--- config.mk ---
export PLATFORM = sky130hd
export DESIGN_NAME = ram_access
export DESIGN_NICKNAME = d
export VERILOG_FILES = /design/src/rtl/ram_access_pkg.sv /design/src/rtl/ram_access_extract.sv /design/src/rtl/ram_access.sv
export SDC_FILE = /design/constraint.sdc
export NUM_CORES = 1
export LEC_CHECK = 0
export CAP_MARGIN = 20
export CORE_MARGIN = 1
export CORE_UTILIZATION = 54
export DETAILED_ROUTE_END_ITERATION = 16
export MAX_ROUTING_LAYER = met4
export PLACE_DENSITY = 0.95
export SYNTH_ARGS = -nofsm -noshare
export SYNTH_HDL_FRONTEND = slang
export SYNTH_SLANG_ARGS = --single-unit
--- constraint.sdc ---
create_clock -name clk -period 7.3 [get_ports clk]
set_input_delay 2.19 -clock clk [delete_from_list [all_inputs] [get_ports clk]]
set_output_delay 2.19 -clock clk [all_outputs]
set_load 0.01 [all_outputs]
--- src/rtl/ram_access_pkg.sv ---
// ram_access_pkg: shared access-width and state encodings for the load/store adapter
package ram_access_pkg;

    localparam logic [1:0] TYPE_NONE = 2'b00;
    localparam logic [1:0] TYPE_BYTE = 2'b01;
    localparam logic [1:0] TYPE_HALF = 2'b10;
    localparam logic [1:0] TYPE_WORD = 2'b11;

    typedef enum logic [1:0] {
        IDLE      = 2'd0,
        WRITE_HI  = 2'd1,
        READ_LO   = 2'd2,
        READ_LAST = 2'd3
    } state_t;

    function automatic logic [2:0] type_size(input logic [1:0] t);
        return (t == TYPE_BYTE) ? 3'd1 : (t == TYPE_HALF) ? 3'd2 : (t == TYPE_WORD) ? 3'd4 : 3'd0;
    endfunction

endpackage

--- src/rtl/ram_access_extract.sv ---
// ram_access_extract: pulls the addressed bytes out of a two-word window and extends them
module ram_access_extract
    import ram_access_pkg::*;
(
    input  logic [63:0] raw,
    input  logic [1:0]  offset,
    input  logic [2:0]  size,
    input  logic        sign,
    output logic [31:0] result
);

    logic [31:0] shifted;

    // align the addressed bytes to bit 0, then truncate to the access width and extend
    always_comb begin
        shifted = 32'(raw >> {offset, 3'b000});
        result  = (size == type_size(TYPE_BYTE)) ? {{24{sign & shifted[7]}}, shifted[7:0]}
                : (size == type_size(TYPE_HALF)) ? {{16{sign & shifted[15]}}, shifted[15:0]}
                : shifted;
    end

endmodule

--- src/rtl/ram_access.sv ---
// ram_access: byte-addressed load/store adapter in front of a word-wide byte-enabled RAM port
module ram_access
    import ram_access_pkg::*;
#(
    parameter int ADDRESS_BITWIDTH = 16,
    parameter int DATA_BITWIDTH    = 32
) (
    input  logic                        clk,
    input  logic                        rst_n,
    input  logic                        enable,
    input  logic [ADDRESS_BITWIDTH-1:0] address,
    input  logic [1:0]                  write_type,
    input  logic [2:0]                  read_type,
    input  logic [DATA_BITWIDTH-1:0]    data_in,
    output logic [DATA_BITWIDTH-1:0]    data_out,
    output logic                        data_ready,
    output logic                        busy,
    output logic [ADDRESS_BITWIDTH-3:0] ram_address,
    output logic [3:0]                  ram_write_enable,
    output logic [DATA_BITWIDTH-1:0]    ram_data_in,
    input  logic [DATA_BITWIDTH-1:0]    ram_data_out
);

    localparam int WW = ADDRESS_BITWIDTH - 2;

    state_t        state, state_next;
    logic [WW-1:0] word_reg, word_next;
    logic [1:0]    offset_reg;
    logic [2:0]    size_reg;
    logic          sign_reg;
    logic [3:0]    hi_mask_reg;
    logic [31:0]   hi_data_reg, lo_reg, result;
    logic          is_write, accept, split, last_split;
    logic [1:0]    req_type;
    logic [2:0]    req_size;
    logic [7:0]    mask8;
    logic [63:0]   data64, raw;

    assign is_write   = write_type != TYPE_NONE;
    assign req_type   = is_write ? write_type : read_type[1:0];
    assign req_size   = type_size(req_type);
    assign accept     = enable && state == IDLE && req_type != TYPE_NONE;
    assign split      = ({1'b0, address[1:0]} + req_size) > 3'd4;
    assign mask8      = {4'b0000, (req_size == 3'd1) ? 4'b0001 : (req_size == 3'd2) ? 4'b0011 : 4'b1111} << address[1:0];
    assign data64     = {32'b0, data_in} << {address[1:0], 3'b000};
    assign word_next  = word_reg + WW'(1);
    assign last_split = ({1'b0, offset_reg} + size_reg) > 3'd4;
    assign raw        = last_split ? {ram_data_out, lo_reg} : {32'b0, ram_data_out};

    ram_access_extract u_extract (
        .raw    (raw),
        .offset (offset_reg),
        .size   (size_reg),
        .sign   (sign_reg),
        .result (result)
    );

    // state register
    always_ff @(posedge clk or negedge rst_n)
        if (!rst_n) state <= IDLE;
        else        state <= state_next;

    // next state and RAM port drive; IDLE forwards the request so the RAM captures at acceptance
    always_comb begin
        state_next       = state;
        busy             = state != IDLE;
        ram_address      = word_reg;
        ram_write_enable = 4'b0000;
        ram_data_in      = '0;
        case (state)
            IDLE: begin
                ram_address      = address[ADDRESS_BITWIDTH-1:2];
                ram_write_enable = (accept && is_write) ? mask8[3:0] : 4'b0000;
                ram_data_in      = data64[31:0];
                state_next       = !accept ? IDLE
                                 : is_write ? (split ? WRITE_HI : IDLE)
                                 : (split ? READ_LO : READ_LAST);
            end
            WRITE_HI: begin
                ram_address      = word_next;
                ram_write_enable = hi_mask_reg;
                ram_data_in      = hi_data_reg;
                state_next       = IDLE;
            end
            READ_LO: begin
                ram_address = word_next;
                state_next  = READ_LAST;
            end
            default: state_next = IDLE;
        endcase
    end

    // latch the accepted request, collect the low read word, and register the load result
    always_ff @(posedge clk or negedge rst_n)
        if (!rst_n) begin
            word_reg    <= '0;
            offset_reg  <= '0;
            size_reg    <= '0;
            sign_reg    <= 1'b0;
            hi_mask_reg <= '0;
            hi_data_reg <= '0;
            lo_reg      <= '0;
            data_out    <= '0;
            data_ready  <= 1'b0;
        end else begin
            data_ready <= state == READ_LAST;
            if (accept) begin
                word_reg    <= address[ADDRESS_BITWIDTH-1:2];
                offset_reg  <= address[1:0];
                size_reg    <= req_size;
                sign_reg    <= read_type[2];
                hi_mask_reg <= mask8[7:4];
                hi_data_reg <= data64[63:32];
            end
            if (state == READ_LO)   lo_reg   <= ram_data_out;
            if (state == READ_LAST) data_out <= result;
        end

endmodule
==> results of run 1 <==
[routing by layer]
metal  share of wire (%)  vias up  global-route usage [%]
met2                  46      479                    47.8
li1                    -     3056                       -
met3                  10       88                    7.52
met1                  40     3377                    42.1
met4                 3.6        0                    15.5
met5                   0        -                       -
[through the flow]
| step | hold slack (ns) | util, % | area [sq um] | setup slack [ns] |
|---|---|---|---|---|
| floorplan | 0.444 | - | 7400 | 1.30 |
| global placement | 0.461 | 68.6 | 9130 | 0.614 |
| detailed placement | 0.467 | 68.6 | 9130 | 0.615 |
| CTS | 0.478 | 73.1 | 9720 | 0.578 |
| global route | 0.496 | 73.6 | 9790 | 0.346 |
| finish | 0.479 | 73.6 | 9790 | 0.594 |
[cell type report]
class	instances	area share [%]
clock inverters	9	1.06
inverters	23	0.882
repair buffers	185	19.1
flip-flops and latches	114	29.2
well taps	176	2.25
multi-input cells	558	42.5
clock buffers	23	4.99
diodes	2	0.0511
[critical path: stages]
cell	delay (ns)
clkdlybuf4s50_1	0.51
inv_1	0.05
a21o_1	0.23
ha_1	0.37
nor2b_1	0.17
a2111oi_0	0.38
clkdlybuf4s50_1	0.61
[Yosys cell counts, drive strengths merged, types with 2 or more instances]
cell type  instances  share of area [%]
nor2b              3               0.25
a21oi             36                2.6
ha                12                2.0
o21ai             74                5.0
nand4              2               0.17
nor3b              2               0.20
o31a               2               0.24
nand3             17                1.1
xor2               2               0.49
a22oi              9               0.91
a221oi            15                1.8
a32oi              4               0.47
mux4              20                6.7
nand2             85                4.3
nor2              61                3.2
nand2b             8               0.68
xnor2              2               0.24
and3              11               0.93
a21o               3               0.30
inv               23                1.2
mux2i             55                7.4
or2                7               0.59
o211ai             4               0.41
o31ai             11                1.1
clkbuf            43                2.2
o22ai             15                1.3
mux2              67                 10
o41ai              2               0.24
a31oi              3               0.25
fa                 2               0.54
nor3               5               0.34
buf               16                1.9
dfrtp            114                 39
a22o              11                1.3
[power by group]
part / total, uW / switching [uW] / internal [uW]
Clock: 822 / 287 / 536
Sequential: 1210 / 281 / 931
Combinational: 2500 / 1250 / 1250
Total: 4530 / 1820 / 2710
[worst max path at each step]
stage / startpoint / endpoint / slack, ns / depth (start not counted)
after floorplan: write_type[1] / ram_write_enable[3] / 1.30 / 8
after global placement: write_type[1] / ram_write_enable[3] / 0.61 / 7
after global routing: write_type[1] / ram_write_enable[3] / 0.35 / 7
after CTS: write_type[1] / ram_write_enable[3] / 0.58 / 7
after detailed placement: write_type[1] / ram_write_enable[3] / 0.62 / 7
final: write_type[1] / ram_write_enable[3] / 0.59 / 7
[cells by family after synthesis]
logic type,synth area share (%)
muxes,24.3
adders and majority gates,2.57
DFF,38.6
buffers and inverters,5.23
and+or+nand+nor,12.1
xor gates and xnor gates,0.727
AOI/OAI and AO/OA,16.5
==> impl_metrics.py, run 1 <==
metrics = {
    "grt": {
        "antenna_found_initial": 2,
        "grt_max_degree": 73,
        "grt_pass1_wl_um": 34700,
        "grt_use_total_pct": 32.4,
        "grt_pass1_vias": 6586,
        "gr-total-overflow": 0,
    },
    "setup_path": {
        "startpoint_type": "input port",
        "cp-end-kind": "primary output",
        "cp_data_required_time_ns": 5.11,
        "crit_fanout": 5,
        "reg2regPathDepth": 10,
        "path_class": "in -> out",
        "r2r-end": "data_out[17]",
        "critPathArrivalTime_ns": 4.52,
        "r2r_start": "offset_reg[1]",
        "r2r_slack_ns": 2.85,
    },
    "place": {
        "dpl.cell_count": 1053,
        "port_buffers": 171,
        "post-dp-hpwl_um": 14600,
        "finalWeightedCongestion": 0.952,
    },
    "power": {
        "finalPower_uw": 4530,
        "power.density_nw_per_um2": 463,
        "p_leak_uw": 0.00406,
        "irDropWorstVdd_uv": 248,
    },
    "yosys": {
        "synth_async_sr_flop_share_pct": 100,
        "synth_top_flop_cell": "dfrtp_1",
        "seq_area_frac_synth_pct": 38.6,
        "synth_warnings": 0,
        "syn_area_sq_um": 7400,
        "synthCells": 754,
        "synth_nets": 856,
        "ys_seq_elements": 114,
        "synth_edf_count": 0,
        "yosysUniqueCellTypes": 51,
        "avgSynthCellArea_sq_um": 9.81,
    },
    "timing": {
        "setup_violations": 0,
        "worstMarginPinSlew_ns": 1.14,
        "timing.slew.headroom_pct": 23.7,
        "grt_setup_unrepaired": "false",
        "hold_violations": 0,
        "setup_tns_ns": 0,
        "fmax_ghz": 0.149,
        "fin_crit_ns": 6.71,
        "fin_skew_ns": 0.00571,
        "slew_viol_final": 0,
        "finalCritPeriodShare_pct": 91.9,
    },
    "min_path": {
        "min_path_cells": 2,
        "min_to": "hi_data_reg[12]",
        "hp-start": "hi_data_reg[12]",
        "holdCritPathClass": "reg -> reg",
    },
    "clocking": {
        "h-tree-depth": 4,
        "clk_pin_slew_ns": 0.05,
        "cts.sinks": 114,
        "cts_tree": "built",
        "cts_hold_buf": 0,
        "clock_latency_ns": 0.41,
        "numCtsBuffers": 17,
        "root_buffer": "clkbuf_16",
        "post_cts_resized": 0,
        "cts_setup_buffers": 0,
        "cts_buffer_depth": 2,
    },
    "routing": {
        "drc_errors": 0,
        "initialDrtViolationCount": 793,
        "wl_per_cell_um": 20.6,
        "dr.pass1.iters": 5,
        "routed_wl_um": 22400,
        "final_antenna_net_count": 0,
        "num_vias": 7000,
        "routed_via_density": 6.42,
    },
    "final_layout": {
        "fillers": 884,
        "multi_input_area_sq_um": 4160,
        "layout-drive-gt1-share_pct": 14.0,
        "nets": 1001,
        "final_common_cell": "clkdlybuf4s50_1",
        "area_growth_pct": 32.3,
        "stdcell_count": 1090,
        "ff_latch_area_sq_um": 2850,
        "layout_common_cells": "170 x clkdlybuf4s50_1, 113 x dfrtp_1, 85 x nand2_1",
    },
    "outcome": {
        "status": "completed",
    },
    "floorplanning": {
        "die-area_sq_um": 14200,
        "start_util_pct": 55.6,
        "io_pins": 172,
        "die_h_um": 119,
        "die_x_um": 119,
        "core_sq_um": 13300,
        "rows": 42,
    },
    "flow_run": {
        "drv_cap": 0,
    },
}
Power figures use the tool's default switching activity.
==> inputs of run 2 (changes only) <==
Settings changed: CELL_PAD_IN_SITES_DETAIL_PLACEMENT set to 0, CELL_PAD_IN_SITES_GLOBAL_PLACEMENT set to 1, CORE_UTILIZATION 54 to 42.
==> impl_metrics.py, run 2 (synthesis results as in run 1) <==
metrics = {
    "routing": {
        "drc_errors": 0,
        "dr.pass1.iters": 7,
        "routed_wl_um": 21200,
        "num_vias": 6451,
        "wl_per_cell_um": 18.7,
        "initialDrtViolationCount": 475,
        "final_antenna_net_count": 0,
        "routed_via_density": 5.68,
    },
    "timing": {
        "timing.slew.headroom_pct": 26.6,
        "fmax_ghz": 0.146,
        "fin_crit_ns": 6.85,
        "setup_tns_ns": 0,
        "grt_setup_unrepaired": "false",
        "slew_viol_final": 0,
        "fin_skew_ns": 0.00552,
        "hold_violations": 0,
        "setup_violations": 0,
        "finalCritPeriodShare_pct": 93.9,
        "worstMarginPinSlew_ns": 1.10,
    },
    "grt": {
        "grt_max_degree": 60,
        "use_met2_pct": 36.5,
        "grt_use_total_pct": 24.3,
        "met3_usage_pct": 4.99,
        "gr-total-overflow": 0,
        "grt_use_met1_pct": 32.5,
        "grt_pass1_wl_um": 32900,
        "grt_busiest_layer": "met2",
        "antenna_found_initial": 0,
        "grt_pass1_vias": 6113,
    },
    "clocking": {
        "post_cts_resized": 0,
        "cts.sinks": 114,
        "cts_tree": "built",
        "clock_latency_ns": 0.41,
        "clk_pin_slew_ns": 0.05,
        "root_buffer": "clkbuf_16",
        "numCtsBuffers": 17,
        "cts_setup_buffers": 0,
        "h-tree-depth": 4,
        "cts_buffer_depth": 2,
        "cts_hold_buf": 0,
    },
    "final_layout": {
        "nets": 1000,
        "layout-drive-gt1-share_pct": 14.1,
        "layout_common_cells": "169 x clkdlybuf4s50_1, 113 x dfrtp_1, 85 x nand2_1",
        "diodes": 0,
        "fillers": 1510,
        "final_common_cell": "clkdlybuf4s50_1",
        "area_growth_pct": 32.1,
        "design_area_sq_um": 9780,
    },
    "setup_path": {
        "cp-end-kind": "primary output",
        "worstSetupStartpoint": "write_type[1]",
        "path_class": "in -> out",
        "reg2regPathDepth": 9,
        "slowest_stage": "clkdlybuf4s50_1",
        "crit_chain": "clkdlybuf4s50_1 -> inv_1 -> a21o_1 -> inv_1 -> ha_1 -> nand3b_1 -> buf_4 -> nor2_1 -> a22o_1 -> clkdlybuf4s50_1",
        "startpoint_type": "input port",
        "r2r_start": "offset_reg[1]",
        "critPathArrivalTime_ns": 4.66,
        "slowest_delay_ns": 0.54,
        "r2r_slack_ns": 2.41,
        "r2r-end": "data_out[30]",
        "crit_fanout": 13,
        "crit_end": "ram_write_enable[2]",
        "cp_data_required_time_ns": 5.11,
    },
    "floorplanning": {
        "die-area_sq_um": 18100,
        "start_util_pct": 42.9,
        "die_x_um": 135,
        "core_sq_um": 17200,
        "rows": 48,
        "die_h_um": 135,
        "io_pins": 172,
    },
    "place": {
        "port_buffers": 171,
        "place_area_sq_um": 9190,
        "post-dp-hpwl_um": 15100,
        "finalWeightedCongestion": 0.920,
    },
    "power": {
        "finalPower_uw": 4420,
        "p_leak_uw": 0.00404,
        "p_switching_uw": 1730,
        "p_clk_share_pct": 18.7,
        "power_frac_comb_pct": 54.8,
        "pwr-share-seq_pct": 26.6,
        "power.density_nw_per_um2": 452,
        "swShare_pct": 39.2,
        "intPower_uw": 2690,
        "irDropWorstVdd_uv": 229,
    },
    "min_path": {
        "min_path_cells": 2,
        "holdCritPathClass": "reg -> reg",
    },
    "flow_run": {
        "drv_cap": 0,
    },
    "outcome": {
        "status": "completed",
    },
}
## run 2: cell types whose count changed in the layout (fill, tap and decap cells not counted)
cell | before | now
buf_4 | 11 | 14
buf_16 | 2 | 0
diode_2 | 2 | 0
buf_12 | 1 | 0
buf_2 | 0 | 1
clkbuf_4 | 1 | 0
clkdlybuf4s50_1 | 170 | 169
## run 2: how the worst min path moves through the flow
stage / slack (ns) / to / start
finish: 0.48 / hi_data_reg[12] / hi_data_reg[12]
global route: 0.51 / hi_data_reg[13] / hi_data_reg[13]
CTS: 0.48 / hi_data_reg[12] / hi_data_reg[12]
detailed placement: 0.47 / hi_data_reg[12] / hi_data_reg[12]
global placement: 0.46 / hi_data_reg[14] / hi_data_reg[14]
floorplan: 0.44 / hi_mask_reg[2] / hi_mask_reg[2]
## run 2: power by group through the flow
stage	Sequential [uW]	Combinational, uW	Clock (uW)
floorplan	1130	1640	0
global placement	1160	2360	0
detailed placement	1180	2400	0
CTS	1170	2420	837
global route	1210	2620	863
finish	1170	2420	824
## run 2: worst max-delay path: cells and delay by family
kind	cells	cell delay, ns
AO/OA/AOI/OAI	2	0.37
adder cells (fa/ha/maj)	1	0.20
buffers and inverters	5	1.42
AND/OR/NAND/NOR	2	0.48
## run 2: through the flow
| stage | utilization [%] | cells | worst slack, ns | hold slack, ns |
|---|---|---|---|---|
| 5_1_grt | 56.7 | 1136 | 0.278 | 0.506 |
| 2_1_floorplan | - | 754 | 1.30 | 0.444 |
| 3_5_place_dp | 53.3 | 1104 | 0.498 | 0.471 |
| 3_3_place_gp | 53.3 | 1104 | 0.519 | 0.462 |
| 6_report | 56.7 | 1136 | 0.446 | 0.478 |
| 4_1_cts | 56.7 | 1136 | 0.472 | 0.483 |
## run 2: layout make-up
type | instances | area (sq um) | share of cell area (%)
Multi-Input combinational cell | 558 | 4160 | 42.6
Clock buffer | 23 | 488 | 4.99
Timing Repair Buffer | 184 | 1800 | 18.4
Sequential cell | 114 | 2850 | 29.2
Inverter | 23 | 86.3 | 0.883
Clock inverter | 9 | 104 | 1.06
Tap cell | 225 | 282 | 2.88
## run 2: metal layers
layer  vias up  part of all wire (%)
met5         -                     0
met4         0                   2.4
met3        40                   5.8
met2       217                    46
met1      3148                    46
li1       3046                     -
==> inputs of run 3 (changes only) <==
Settings changed: ABC_CLOCK_PERIOD_IN_PS set to 7300, REMOVE_ABC_BUFFERS set to 1.
==> impl_metrics.py, run 3 (synthesis results as in run 1) <==
metrics = {
    "final_layout": {
        "layout_common_cells": "169 x clkdlybuf4s50_1, 113 x dfrtp_1, 85 x nand2_1",
        "fillers": 1482,
        "layout-drive-gt1-share_pct": 14.0,
        "design_area_sq_um": 9730,
        "area_growth_pct": 31.5,
        "nets": 1004,
        "final_common_cell": "clkdlybuf4s50_1",
        "diodes": 0,
    },
    "power": {
        "irDropWorstVdd_uv": 195,
        "finalPower_uw": 4260,
        "power.density_nw_per_um2": 438,
        "p_leak_uw": 0.00402,
    },
    "routing": {
        "initialDrtViolationCount": 430,
        "dr.pass1.iters": 5,
        "num_vias": 6464,
        "final_antenna_net_count": 0,
        "drc_errors": 0,
        "routed_via_density": 5.70,
        "routed_wl_um": 20000,
        "wl_per_cell_um": 17.6,
    },
    "timing": {
        "setup_violations": 0,
        "setup_tns_ns": 0,
        "holdWs_ns": 0.475,
        "slew_viol_final": 0,
        "finalCritPeriodShare_pct": 95.3,
        "worstMarginPinSlew_ns": 1.09,
        "hold_violations": 0,
        "fin_skew_ns": 0.00540,
        "fin_crit_ns": 6.96,
        "grt_setup_unrepaired": "false",
        "fmax_ghz": 0.144,
        "timing.slew.headroom_pct": 27.1,
    },
    "setup_path": {
        "cp-end-kind": "primary output",
        "crit_fanout": 12,
        "critPathArrivalTime_ns": 4.77,
        "cp_data_required_time_ns": 5.11,
        "slowest_delay_ns": 0.53,
        "path_class": "in -> out",
        "crit_chain": "clkdlybuf4s50_1 -> inv_1 -> a21o_1 -> inv_1 -> ha_1 -> nand3b_1 -> a2111oi_0 -> buf_4 -> clkdlybuf4s50_1",
        "slowest_stage": "clkdlybuf4s50_1",
        "startpoint_type": "input port",
    },
    "clocking": {
        "numCtsBuffers": 17,
        "clk_pin_slew_ns": 0.05,
        "clock_latency_ns": 0.41,
        "cts.sinks": 114,
        "post_cts_resized": 0,
        "root_buffer": "clkbuf_16",
        "cts_tree": "built",
        "cts_hold_buf": 0,
        "cts_buffer_depth": 2,
        "cts_setup_buffers": 0,
        "h-tree-depth": 4,
    },
    "place": {
        "finalWeightedCongestion": 0.853,
        "port_buffers": 171,
        "place_area_sq_um": 9220,
        "post-dp-hpwl_um": 13700,
    },
    "grt": {
        "grt_pass1_vias": 6328,
        "gr-total-overflow": 0,
        "antenna_found_initial": 0,
        "grt_max_degree": 74,
        "grt_use_total_pct": 23.3,
        "grt_pass1_wl_um": 32000,
    },
    "min_path": {
        "holdCritPathClass": "reg -> reg",
    },
    "floorplanning": {
        "core_sq_um": 17200,
        "die_x_um": 135,
        "die_h_um": 135,
        "start_util_pct": 42.9,
        "rows": 48,
        "die-area_sq_um": 18100,
        "io_pins": 172,
    },
    "outcome": {
        "status": "completed",
    },
    "flow_run": {
        "drv_cap": 0,
    },
}
[run 3: cell types whose count changed in the layout (fill, tap and decap cells not counted)]
| cell | previous run | this run |
|---|---|---|
| clkbuf_8 | 4 | 1 |
| buf_4 | 14 | 18 |
| bufinv_16 | 2 | 1 |
| clkinv_4 | 1 | 0 |
[run 3: report_power, final]
part / internal [uW] / switching [uW]
clock network: 462 / 273
logic: 1220 / 1140
registers: 932 / 233
total: 2620 / 1640
[run 3: layout make-up]
type | instances | area, sq um | share of cell area (%)
clock inverter | 7 | 65.1 | 0.669
inverter | 23 | 86.3 | 0.888
timing repair buffer | 188 | 1830 | 18.8
clock buffer | 20 | 447 | 4.59
tap | 225 | 282 | 2.89
sequential | 114 | 2850 | 29.3
multi-input combinational | 558 | 4160 | 42.8
[run 3: metal layers]
layer,vias to the layer above,global-route usage [%],wire length [um]
met5,-,-,0
met1,3179,29.9,8810
met3,47,3.94,856
met4,0,9.74,516
met2,183,36.5,9790
li1,3055,-,-
[run 3: stage by stage]
| stage | cells | utilization, % | worst slack [ns] |
|---|---|---|---|
| final | 1135 | 56.4 | 0.344 |
| after global routing | 1135 | 56.4 | 0.161 |
| after CTS | 1135 | 56.4 | 0.305 |
| after detailed placement | 1108 | 53.5 | 0.342 |
| after global placement | 1108 | 53.5 | 0.402 |
| after floorplan | 695 | - | -0.0518 |
[run 3: critical path, delay by kind of cell]
| family | cells | cell delay (ns) |
|---|---|---|
| adder cells (fa/ha/maj) | 1 | 0.20 |
| AO/OA/AOI/OAI | 2 | 0.65 |
| AND/OR/NAND/NOR | 1 | 0.35 |
| buffers and inverters | 5 | 1.37 |
[run 3: worst paths after layout]
check                          startpoint                   to  depth (start not counted)  slack (ns)
setup reg to reg            offset_reg[0]         data_out[19]                         11        3.42
min in group asynchronous           rst_n          word_reg[4]                          1        1.92
setup / recovery            write_type[1]  ram_write_enable[3]                          9        0.34
hold reg to reg            hi_mask_reg[2]       hi_mask_reg[2]                          2        0.48
hold / removal             hi_mask_reg[2]       hi_mask_reg[2]                          2        0.48
max in group asynchronous           rst_n        offset_reg[0]                          2        4.24
